## config.mk

```make
export PLATFORM = sky130hd
export DESIGN_NAME = key_debounce
export DESIGN_NICKNAME = d
export VERILOG_FILES = /design/src/rtl/key_debounce.sv
export SDC_FILE = /design/constraint.sdc
export NUM_CORES = 1
export LEC_CHECK = 0
export ABC_AREA = 1
export BUFFER_PORTS_ARGS = -buffer_cell sky130_fd_sc_hd__buf_2
export CELL_PAD_IN_SITES_DETAIL_PLACEMENT = 2
export CELL_PAD_IN_SITES_GLOBAL_PLACEMENT = 2
export CORE_MARGIN = 1.5
export CORE_UTILIZATION = 36
export DETAILED_ROUTE_END_ITERATION = 7
export GPL_TIMING_DRIVEN = 0
export MAX_ROUTING_LAYER = met4
export PLACE_DENSITY_LB_ADDON = 0.1
export SYNTH_ARGS = -nofsm -noshare
export SYNTH_HDL_FRONTEND = slang
export SYNTH_SLANG_ARGS = --single-unit
```

## constraint.sdc

```tcl
create_clock -name clk -period 5.1 [get_ports clk]
set_input_delay 0.765 -clock clk [delete_from_list [all_inputs] [get_ports clk]]
set_output_delay 0.765 -clock clk [all_outputs]
set_load 0.02 [all_outputs]
```

## src/rtl/key_debounce.sv

```systemverilog
// Debounced push-button with press/release/long-press pulse outputs.
// Raw key is synchronized, normalized to a "pressed" bit, then filtered by a four-state FSM.
module key_debounce #(
  parameter int unsigned CLK_FREQ       = 50000000,
  parameter int unsigned DEBOUNCE_MS    = 20,
  parameter int unsigned LONG_MS        = 1000,
  parameter bit          KEY_ACTIVE_LOW = 1'b1
) (
  input  logic clk,
  input  logic rst,
  input  logic key_in,
  output logic key_state,
  output logic key_press,
  output logic key_release,
  output logic key_long
);

  localparam logic [31:0] DB_CNT_MAX   = 32'(CLK_FREQ / 1000 * DEBOUNCE_MS - 1);
  localparam logic [31:0] LONG_CNT_MAX = 32'(CLK_FREQ / 1000 * LONG_MS - 1);
  localparam logic        RELEASED_LVL = KEY_ACTIVE_LOW ? 1'b1 : 1'b0;

  if (DB_CNT_MAX < 32'd1 || LONG_CNT_MAX <= DB_CNT_MAX) begin : g_bad_params
    $error("key_debounce: need DB_CNT_MAX >= 1 and LONG_CNT_MAX > DB_CNT_MAX");
  end

  typedef enum logic [1:0] {
    IDLE       = 2'd0,
    PRESS_DB   = 2'd1,
    HELD       = 2'd2,
    RELEASE_DB = 2'd3
  } state_t;

  state_t      state_q, state_d;
  logic [31:0] db_cnt_q, db_cnt_d;
  logic [31:0] long_cnt_q, long_cnt_d;
  logic        long_done_q, long_done_d;
  logic        key_state_q, key_state_d;
  logic        press_q, press_d;
  logic        release_q, release_d;
  logic        long_q, long_d;
  logic        sync1_q, sync2_q;
  logic        pressed;

  assign pressed = KEY_ACTIVE_LOW ? ~sync2_q : sync2_q;

  always_ff @(posedge clk) begin
    if (rst) begin
      sync1_q     <= RELEASED_LVL;
      sync2_q     <= RELEASED_LVL;
      state_q     <= IDLE;
      db_cnt_q    <= '0;
      long_cnt_q  <= '0;
      long_done_q <= 1'b0;
      key_state_q <= 1'b0;
      press_q     <= 1'b0;
      release_q   <= 1'b0;
      long_q      <= 1'b0;
    end else begin
      sync1_q     <= key_in;
      sync2_q     <= sync1_q;
      state_q     <= state_d;
      db_cnt_q    <= db_cnt_d;
      long_cnt_q  <= long_cnt_d;
      long_done_q <= long_done_d;
      key_state_q <= key_state_d;
      press_q     <= press_d;
      release_q   <= release_d;
      long_q      <= long_d;
    end
  end

  always_comb begin
    state_d     = state_q;
    db_cnt_d    = db_cnt_q;
    long_cnt_d  = long_cnt_q;
    long_done_d = long_done_q;
    key_state_d = key_state_q;
    press_d     = 1'b0;
    release_d   = 1'b0;
    long_d      = 1'b0;

    case (state_q)
      IDLE: begin
        if (pressed) begin
          state_d  = PRESS_DB;
          db_cnt_d = '0;
        end
      end
      PRESS_DB: begin
        if (!pressed) begin
          state_d = IDLE;
        end else if (db_cnt_q == DB_CNT_MAX) begin
          state_d     = HELD;
          key_state_d = 1'b1;
          press_d     = 1'b1;
          db_cnt_d    = '0;
          long_cnt_d  = '0;
          long_done_d = 1'b0;
        end else begin
          db_cnt_d = db_cnt_q + 32'd1;
        end
      end
      HELD: begin
        if (!pressed) begin
          state_d  = RELEASE_DB;
          db_cnt_d = '0;
        end
      end
      RELEASE_DB: begin
        if (pressed) begin
          state_d = HELD;
        end else if (db_cnt_q == DB_CNT_MAX) begin
          state_d     = IDLE;
          key_state_d = 1'b0;
          release_d   = 1'b1;
        end else begin
          db_cnt_d = db_cnt_q + 32'd1;
        end
      end
      default: state_d = IDLE;
    endcase

    // Long-press timing keeps running through a release bounce, so a bounce never shifts it.
    if (state_q == HELD || state_q == RELEASE_DB) begin
      if (long_cnt_q < LONG_CNT_MAX) begin
        long_cnt_d = long_cnt_q + 32'd1;
      end else if (!long_done_q) begin
        long_d      = 1'b1;
        long_done_d = 1'b1;
      end
    end
  end

  assign key_state   = key_state_q;
  assign key_press   = press_q;
  assign key_release = release_q;
  assign key_long    = long_q;

endmodule

```

# After elaboration in Yosys (flattened, before gate mapping)
# Index checks and enable logic that the tools add are counted.
[classes] n_lt_le_gt_ge=1 bitwise=4 addsub=2 shift=0 eq_ne=13 div_mod_pow=0 reduce_logical=9 n_mux=32 mul=0
[ops] op="$mux W32" count=11
[ops] op="$pmux W32 S4" count=1
[ops] op="$add A32 B1 Y32 const B" count=2
[ops] op="$eq A32 B20 Y1 const B" count=1
[ops] op="$lt A32 B26 Y1 const B" count=1
[ops] op="$ne A2 B2 Y1 const B" count=7
[ops] op="$mux W1" count=12
[ops] op="$mux W2" count=6
[ops] op="$reduce_and A5 Y1" count=2
[ops] op="$reduce_or A3 Y1" count=3
[ops] op="$pmux W2 S4" count=1
[ops] op="$ne A3 B3 Y1 const B" count=2
[ops] op="$eq A2 B2 Y1 const B" count=2
[ops] op="$not A1 Y1" count=4
[ops] op="$reduce_and A4 Y1" count=1
[ops] op="$eq A2 B1 Y1 const B" count=1
[ops] op="$logic_not A2 Y1" count=1
[ops] op="$pmux W1 S2" count=1
[ops] op="$reduce_bool A2 Y1" count=1
[ops] op="$logic_or A1 B1 Y1" count=1
[word_totals] latch_bits=0 elab_cells=71 mem_bits_ro=0 in_bits=3 mem_bits_rw=0 out_inout_bits=4 ff_bits=73 memories=0

# Longest topological paths before layout
# Gate-level depths: netlist of the first run.
[logic_depth] ltp_word=7 ltp_mapped=13 ltp_nobuf=12

# Worst setup path after synthesis of the first run
# Ideal clock, no wire load.
[synth_timing] path_type="register to register" from="reg db_cnt_q[0]" to="reg db_cnt_q[2]" setup_ps=115 path_buffers=1 synth_period_minus_slack_ps=1797 arrival_time_ps=1682 setup_slack_ps=3303 stages_incl_launch_ff=12 required_ps=4985 path_cell_list="dfxtp_1 > ha_1 > nand2_2 > nor2_4 > nand2_1 > nor2_4 > nand3_4 > nand2_4 > nand2_4 > buf_2 > a21oi_1 > nor2_1"
[synth_between] elab_chain_cells=4 word_cells_on_any_way=9 cone_classes="1 x add/sub; 2 x eq/ne; 5 x mux; 1 x reduce/logical"
[synth_rtl] element="from (decl)" line_no="34" rtl="logic [31:0] db_cnt_q, db_cnt_d;"
[synth_rtl] element="from (signal assigned)" line_no="62" rtl="db_cnt_q <= db_cnt_d;"
[synth_rtl] element="$add A32 B1 Y32 or $eq A32 B20 Y1 (tied branches)"
[synth_rtl] element="$mux W32, on equally long branches" line_no="112, 92"
[synth_rtl] element="$mux W32, on equally long branches" line_no="110, 90"
[synth_rtl] element="$pmux W32 S4" line_no="82" rtl="case (state_q)"
# Several ways; a longest one is shown, not always the timed one. The select of a mux whose other input is x is not followed.
# A chain may end at the register's enable or synchronous reset.

# Final worst setup path of the first run
[layout_timing] from="reg db_cnt_q[0]" to="reg long_cnt_q[19]"
[layout_between] elab_chain_cells=6
[layout_rtl] element="$eq A32 B20 Y1 *" line_no="92" rtl="end else if (db_cnt_q == DB_CNT_MAX) begin"
[layout_rtl] element="$mux W32 *" line_no="92"
[layout_rtl] element="$mux W32 *" line_no="90" rtl="if (!pressed) begin"
[layout_rtl] element="$mux W32 *" line_no="82"
[layout_rtl] element="$mux W32" line_no="125" rtl="if (long_cnt_q < LONG_CNT_MAX) begin"
[layout_rtl] element="$mux W32 *" line_no="124" rtl="if (state_q == HELD || state_q == RELEASE_DB) begin"
[layout_rtl] element="to (signal assigned)" line_no="63" rtl="long_cnt_q <= long_cnt_d;"
[layout_rtl] element="to (decl)" line_no="35" rtl="logic [31:0] long_cnt_q, long_cnt_d;"
# Every way passes the cells marked *; elsewhere a longest branch is shown, timed or not.

==> reports/qor.csv, run 1 <==
stage;metric;value;unit
timing;rsz0062_at_grt;no;
timing;maxSlewHeadroom;57.50;%
logic_synthesis;yosysMostFrequentCell;nand2_1;
critical_path;critPathArrivalTime;2.64;ns
final_layout;drive_gt1_share;6.897;%
critical_path;cp-start-kind;register;
clock_tree;clockBufferDepth;2;
critical_path;rr_worst_depth;10;
die;die_y;114.3;um
logic_synthesis;ys_seq_elements;73;
clock_tree;cts-root-buf;clkbuf_16;
clock_tree;cts.sinks;73;
global_route;grt_pass1_wl;28010;um
worst_hold_path;holdPathEnd;sync2_q$_SDFF_PP1_;
die;num_rows;40;
final_layout;final_core_util;41.23;%
logic_synthesis;synth_cells;762;
logic_synthesis;synth_largest_area_cell;dfxtp_1;
critical_path;critPathCaptureType;register;
logic_synthesis;synth_flop_cell;dfxtp_1;
timing;max_freq;415.4;MHz
placed_design;place_congestion;0.8593;
worst_hold_path;hold_depth;1;
route;dr.pass1.iters;4;
logic_synthesis;yosysWarnings;0;
job;max_cap_violations;0;
final_layout;postLayoutCellArea;4974;sq um
logic_synthesis;synth_common_cells;258 x nand2_1, 142 x nor2_1, 74 x inv_1;
critical_path;worst-r2r-setup-slack;2.69;ns
logic_synthesis;synthArstFlopShare;0;%
critical_path;crit_required;5.34;ns
clock_tree;cts_tree;yes;
die;initial_core_util;36.94;%
route;drtAntennaViolNets;0;
clock_tree;postCtsSetupBuffers;0;
global_route;antenna_found_initial;0;
die;die_area;13050;sq um
placed_design;dp_hpwl;12780;um
route;vias_per_cell;5.222;
timing;setup_ws;2.693;ns
clock_tree;cts_max_level;3;
worst_hold_path;min_from;sync1_q$_SDFF_PP1_;
clock_tree;clk_pin_slew;0.06;ns
timing;setup_viol;0;
power;power_density;247.6;nW/um^2
global_route;grt_util_all_layers;28.82;%
timing;slew_violations;0;
logic_synthesis;ys_types;36;
route;wl;17290;um
logic_synthesis;synth_edf_count;0;
timing;hold_viol_final;0;
power;leakage;0.001926;uW
logic_synthesis;synth_top_area_share;32.80;%
die;coreArea;12060;sq um
logic_synthesis;yosysSeqAreaShare;32.80;%
timing;hold_ws;0.4173;ns
critical_path;r2r-start;db_cnt_q[0]$_SDFFE_PP0P_;
timing;period_minus_slack;2.407;ns
logic_synthesis;synth_area_per_cell;5.847;sq um
route;detail_route.iter0.violations;83;
die;io_pins;7;
outcome;outcome;completed;
timing;finalCritPeriodShare;47.20;%
placed_design;portBuffers;5;
clock_tree;insertion_delay;0.35;ns
power;vdd_ir_drop_max;0.1046;mV
die;fp.dieW;114.3;um
clock_tree;hold_buffers;0;
critical_path;path_max_fanout;8;
route;route.detailed.drc;0;
critical_path;timing.rr.end;long_cnt_q[19]$_SDFF_PP0_;
clock_tree;ctsResizeCount;0;
route;wl_per_cell;18.18;um
final_layout;final_nets;783;
route;vias;4966;
logic_synthesis;postSynthNetCount;767;
logic_synthesis;netlist_top_cells_area;dfxtp_1 33%, nand2_1 22%, nor2_1 12%, nand3_1 7.5%, inv_1 6.2%;
global_route;first_global_vias;5533;
logic_synthesis;synthesis.area;4456;sq um
worst_hold_path;hold_path.class;reg2reg;
final_layout;layout-area-overhead-vs-synth;11.63;%
global_route;grt_max_degree;13;
critical_path;path_class;reg2reg;
placed_design;place_area;4691;sq um
placed_design;pre_cts_slack;2.721;ns
timing;tns;0;ns
timing;finClkSkew;0.008684;ns
final_layout;antennaDiodeCount;0;
clock_tree;cts-buffers-inserted;9;
global_route;grt-ovfl-total;0;
timing;worstMarginPinSlew;0.6375;ns
-- through the flow --
step / std cells / total power [uW]
3_3_place_gp: 935 / 616.6
3_5_place_dp: 935 / 617.9
5_1_grt: 951 / 1264
4_1_cts: 951 / 1243
2_1_floorplan: 762 / 604.9
6_report: 951 / 1232
-- worst max path at each step --
stage | startpoint | endpoint | slack, ns | cells past startpoint
finish | db_cnt_q[0]$_SDFFE_PP0P_ | long_cnt_q[19]$_SDFF_PP0_ | 2.69 | 10
detailed placement | rst | long_cnt_q[19]$_SDFF_PP0_ | 2.72 | 6
CTS | db_cnt_q[0]$_SDFFE_PP0P_ | long_cnt_q[19]$_SDFF_PP0_ | 2.68 | 10
global placement | rst | long_cnt_q[19]$_SDFF_PP0_ | 2.82 | 6
global route | db_cnt_q[0]$_SDFFE_PP0P_ | long_cnt_q[19]$_SDFF_PP0_ | 2.48 | 10
floorplan | db_cnt_q[0]$_SDFFE_PP0P_ | db_cnt_q[2]$_SDFFE_PP0P_ | 3.30 | 11
-- layer usage --
layer	vias to the layer above	GRT usage, %	part of all wire, %	wire length [um]
li1	2423	-	-	-
met1	2443	29.08	40	6942
met2	52	54.62	54	9352
met3	48	3.441	1.7	296
met4	0	14.58	4.0	695
met5	-	-	0	0
-- cell type report --
class,count,area (sq um)
clock inverters,5,30.03
inverters,79,296.5
flip-flops and latches,73,1461
well taps,168,210.2
clock buffers,11,252.7
fillers,1542,7088
repair buffers,5,25.02
plain buffers,19,102.6
multi-input cells,591,2595
-- flip-flops by register name (all words and copies together), names as in the netlist, named ones only --
name	cells
db_cnt_q	32
key_long	1
key_press	1
key_release	1
key_state	1
long_cnt_q	32
long_done_q	1
state_q	1
sync1_q	1
sync2_q	1
-- cells by family (layout without fill, tap and decap cells) --
family	count (synthesis)	after routing	share of synthesized area, %
AOI/OAI and AO/OA	69	69	8.172
xor gates and xnor gates	5	5	0.9828
adders and majority gates	2	2	0.5616
buffers and inverters	98	119	8.958
DFF	73	73	32.80
and+or+nand+nor	515	515	48.53
-- cell usage in the layout (no fill, tap or decap), drive strengths merged --
cell,instances
xor2,4
a21o,1
clkinvlp,2
xnor2,1
nor4,1
dfxtp,73
o21a,2
buf,18
nor3,24
nand3,69
a21oi,53
clkinv,4
or2,2
a211oi,1
and3,1
inv,78
o21ai,10
nand3b,1
ha,2
nand4,6
nand2,262
o21bai,2
clkbuf,17
nor2,147
nor3b,2
-- worst max-delay path: stages (launching register included) --
cell,delay [ns]
dfxtp_1,0.46
ha_1,0.29
nand2_2,0.10
nor2_4,0.16
nand2_1,0.12
nor2_4,0.21
nand4_2,0.27
nand2_1,0.32
inv_1,0.19
nand2_1,0.12
nor2_1,0.06
-- where the power goes --
| part | switching (uW) | internal, uW |
|---|---|---|
| sequential | 0.847 | 571 |
| clock | 273 | 354 |
| combinational | 26.3 | 6.92 |
No activity file was read; power rests on OpenSTA's default activity.
==> inputs of run 2 (changes only) <==
Settings changed: ABC_AREA 1 to 0, CORE_UTILIZATION 36 to 35.
Clock period 5.1 ns to 2.07 ns, I/O delays scaled along.
==> reports/qor.csv, run 2 <==
stage;metric;value;unit
outcome;outcome;finished with violations;
outcome;violations;setup timing;
route;detail_route.iter0.violations;234;
global_route;grt_util_all_layers;26.61;%
logic_synthesis;yosysMostFrequentCell;dfxtp_1;
timing;finalCritPeriodShare;103.6;%
critical_path;critPathCaptureType;register;
clock_tree;cts.sinks;73;
power;leakage;0.001764;uW
logic_synthesis;synthArstFlopShare;0;%
route;drtAntennaViolNets;0;
placed_design;dp_cells;619;
final_layout;drive_gt1_share;29.39;%
logic_synthesis;synth_top_area_share;37.38;%
critical_path;timing.rr.end;long_cnt_q[12]$_SDFF_PP0_;
final_layout;multi_input_area;2620;sq um
logic_synthesis;ys_seq_elements;73;
timing;rsz0062_at_grt;yes;
logic_synthesis;synth_flop_cell;dfxtp_1;
logic_synthesis;yosys.area_share.simple;35.94;%
die;die_y;108.7;um
logic_synthesis;synth-adder-area-share;0.6400;%
final_layout;fillers;1199;
power;pwr-share-clk;44.0;%
timing;tns;-0.6426;ns
timing;setup_viol;19;
logic_synthesis;ys_types;55;
clock_tree;cts_tree;yes;
route;wl_per_cell;22.37;um
logic_synthesis;synth_xor_area_share;4.928;%
final_layout;instances_no_fill;664;
final_layout;final_common_cell;nand3_1;
clock_tree;hold_buffers;0;
die;die_area;11810;sq um
final_layout;regArea;1508;sq um
logic_synthesis;netlist_top_cells_area;dfxtp_1 37%, nand3_1 7.7%, nand4_1 5.3%, a21oi_1 3.5%, nor2_1 3.5%;
critical_path;r2r-start;long_cnt_q[11]$_SDFF_PP0_;
logic_synthesis;synth_cells;473;
power;vdd_ir_drop_max;0.5058;mV
critical_path;worst-r2r-setup-slack;-0.07;ns
timing;maxSlewHeadroom;59.49;%
clock_tree;cts_max_level;3;
logic_synthesis;synth_common_cells;73 x dfxtp_1, 60 x nand3_1, 36 x nor2_1;
power;finalPower;2691;uW
die;initial_core_util;35.91;%
critical_path;critPathArrivalTime;2.42;ns
timing;slew_violations;0;
global_route;grt-ovfl-total;0;
clock_tree;cts-buffers-inserted;9;
critical_path;path_max_fanout;5;
timing;setup_ws;-0.07417;ns
route;vias_per_cell;6.080;
critical_path;path_class;reg2reg;
job;max_cap_violations;0;
route;route.detailed.drc;0;
critical_path;crit_required;2.34;ns
timing;worstMarginPinSlew;0.6076;ns
timing;hold_ws;0.1273;ns
timing;max_freq;466.4;MHz
power;switchingPower;679.2;uW
worst_hold_path;hold_depth;2;
timing;hold_viol_final;0;
timing;period_minus_slack;2.144;ns
route;wl;14860;um
placed_design;place_congestion;0.7836;
worst_hold_path;min_from;key_in;
logic_synthesis;synth_largest_area_cell;dfxtp_1;
clock_tree;clockBufferDepth;2;
placed_design;dp_hpwl;9651;um
power;p_int;2011;uW
global_route;grt_pass1_wl;23000;um
clock_tree;insertion_delay;0.39;ns
final_layout;final_nets;524;
final_layout;reg_top3;db_cnt_q: 32 flops, long_cnt_q: 32 flops;
power;switching_share;25.24;%
power;power_density;536.9;nW/um^2
logic_synthesis;muxShareOfSynthArea;1.536;%
logic_synthesis;yosysSeqAreaShare;37.38;%
power;pwr-share-comb;3.9;%
final_layout;antennaDiodeCount;0;
logic_synthesis;synth_edf_count;0;
die;num_rows;38;
placed_design;portBuffers;6;
worst_hold_path;hold_path.class;in2reg;
logic_synthesis;postSynthNetCount;478;
critical_path;rr_worst_depth;6;
global_route;first_global_vias;4225;
global_route;grt_max_degree;13;
critical_path;cp-start-kind;register;
global_route;antenna_found_initial;0;
logic_synthesis;synthesis.area;3910;sq um
route;dr.pass1.iters;4;
worst_hold_path;holdPathEnd;sync1_q$_SDFF_PP1_;
route;vias;4037;
die;coreArea;10890;sq um
final_layout;layout-area-overhead-vs-synth;28.16;%
logic_synthesis;synth_top_family_by_area;simple AND/OR/NAND/NOR gates;
clock_tree;clk_pin_slew;0.08;ns
die;io_pins;7;
clock_tree;cts-root-buf;clkbuf_8;
logic_synthesis;synth_area_per_cell;8.266;sq um
power;sequentialPowerShare;52.1;%
final_layout;final_cell_mix;57 x nand3_1, 48 x dfxtp_1, 35 x nor2_1, 33 x nand4_1, 30 x buf_4;
timing;finClkSkew;0.01289;ns
die;fp.dieW;108.7;um
logic_synthesis;synth_compound_area_share;15.17;%
logic_synthesis;yosysWarnings;0;
run 2: changes by cell type after synthesis, sizes merged, moves of 16 or more:
cell   previous run  this run
nor4              1        19
inv              78        11
and3              1        17
nand4             6        33
nor2            147        36
a21oi            53        27
nand2           262        22
run 2: kinds of logic after synthesis:
| kind of cell | after synthesis |
|---|---|
| AND/OR/NAND/NOR | 250 |
| multiplexers | 6 |
| AO/OA/AOI/OAI | 81 |
| XOR/XNOR | 22 |
| flip-flops | 73 |
| adder cells (fa/ha/maj) | 2 |
| buffers and inverters | 39 |
run 2: how the worst max path moves through the flow:
stage | start | to | depth (start not counted)
2_1_floorplan | long_cnt_q[11]$_SDFF_PP0_ | long_cnt_q[12]$_SDFF_PP0_ | 6
3_3_place_gp | db_cnt_q[0]$_SDFFE_PP0P_ | db_cnt_q[19]$_SDFFE_PP0P_ | 7
3_5_place_dp | db_cnt_q[0]$_SDFFE_PP0P_ | db_cnt_q[19]$_SDFFE_PP0P_ | 7
4_1_cts | long_cnt_q[11]$_SDFF_PP0_ | long_cnt_q[3]$_SDFF_PP0_ | 6
5_1_grt | long_cnt_q[11]$_SDFF_PP0_ | long_cnt_q[12]$_SDFF_PP0_ | 6
6_report | long_cnt_q[11]$_SDFF_PP0_ | long_cnt_q[12]$_SDFF_PP0_ | 6
run 2: cell type report:
class                      count  share of cell area, %
clock inverter                 6                  1.149
inverter                      11                 0.8240
buffer                        25                  3.720
tap                          140                  3.496
sequential                    73                  30.09
multi-input combinational    361                  52.28
clock buffer                  10                  2.747
timing repair buffer          38                  5.693
run 2: power by group through the flow:
stage | combinational (uW) | clock [uW] | sequential, uW
final | 106 | 1180 | 1400
after global routing | 114 | 1260 | 1400
after CTS | 97.5 | 1210 | 1400
after detailed placement | 86.7 | 0 | 1440
after global placement | 84.1 | 0 | 1440
after floorplan | 48.7 | 0 | 1440
run 2: layer usage:
metal	wire, um	up-vias	part of all wire, %	track usage (%)
li1	-	1903	-	-
met3	453	18	3.0	6.575
met2	7062	36	48	41.37
met5	0	-	0	-
met1	7134	2080	48	34.23
met4	205	0	1.4	7.801
run 2: critical path, stage by stage (launching register included):
cell and delay [ns]:
dfxtp_4 0.36, or4_4 0.53, a311o_1 0.36, a211oi_4 0.35
buf_4 0.20, a31o_1 0.16, a21oi_1 0.07
run 2: what timing repair did:
| item | in CTS | in global routing |
|---|---|---|
| resized for setup | 87 | 39 |
| endpoints found under the setup margin | 69 | 57 |
| buffers inserted | 20 | 10 |
| pin swaps | 21 | 17 |
| gates cloned | 1 | 1 |
run 2: through the flow:
step	setup slack, ns	cell area [sq um]	util (%)
CTS	-0.06808	4806	44.14
detailed placement	-0.7546	4115	37.80
finish	-0.07417	5011	46.02
floorplan	0.0006388	3910	-
global placement	-0.6295	4115	37.80
global route	-0.1563	5011	46.02
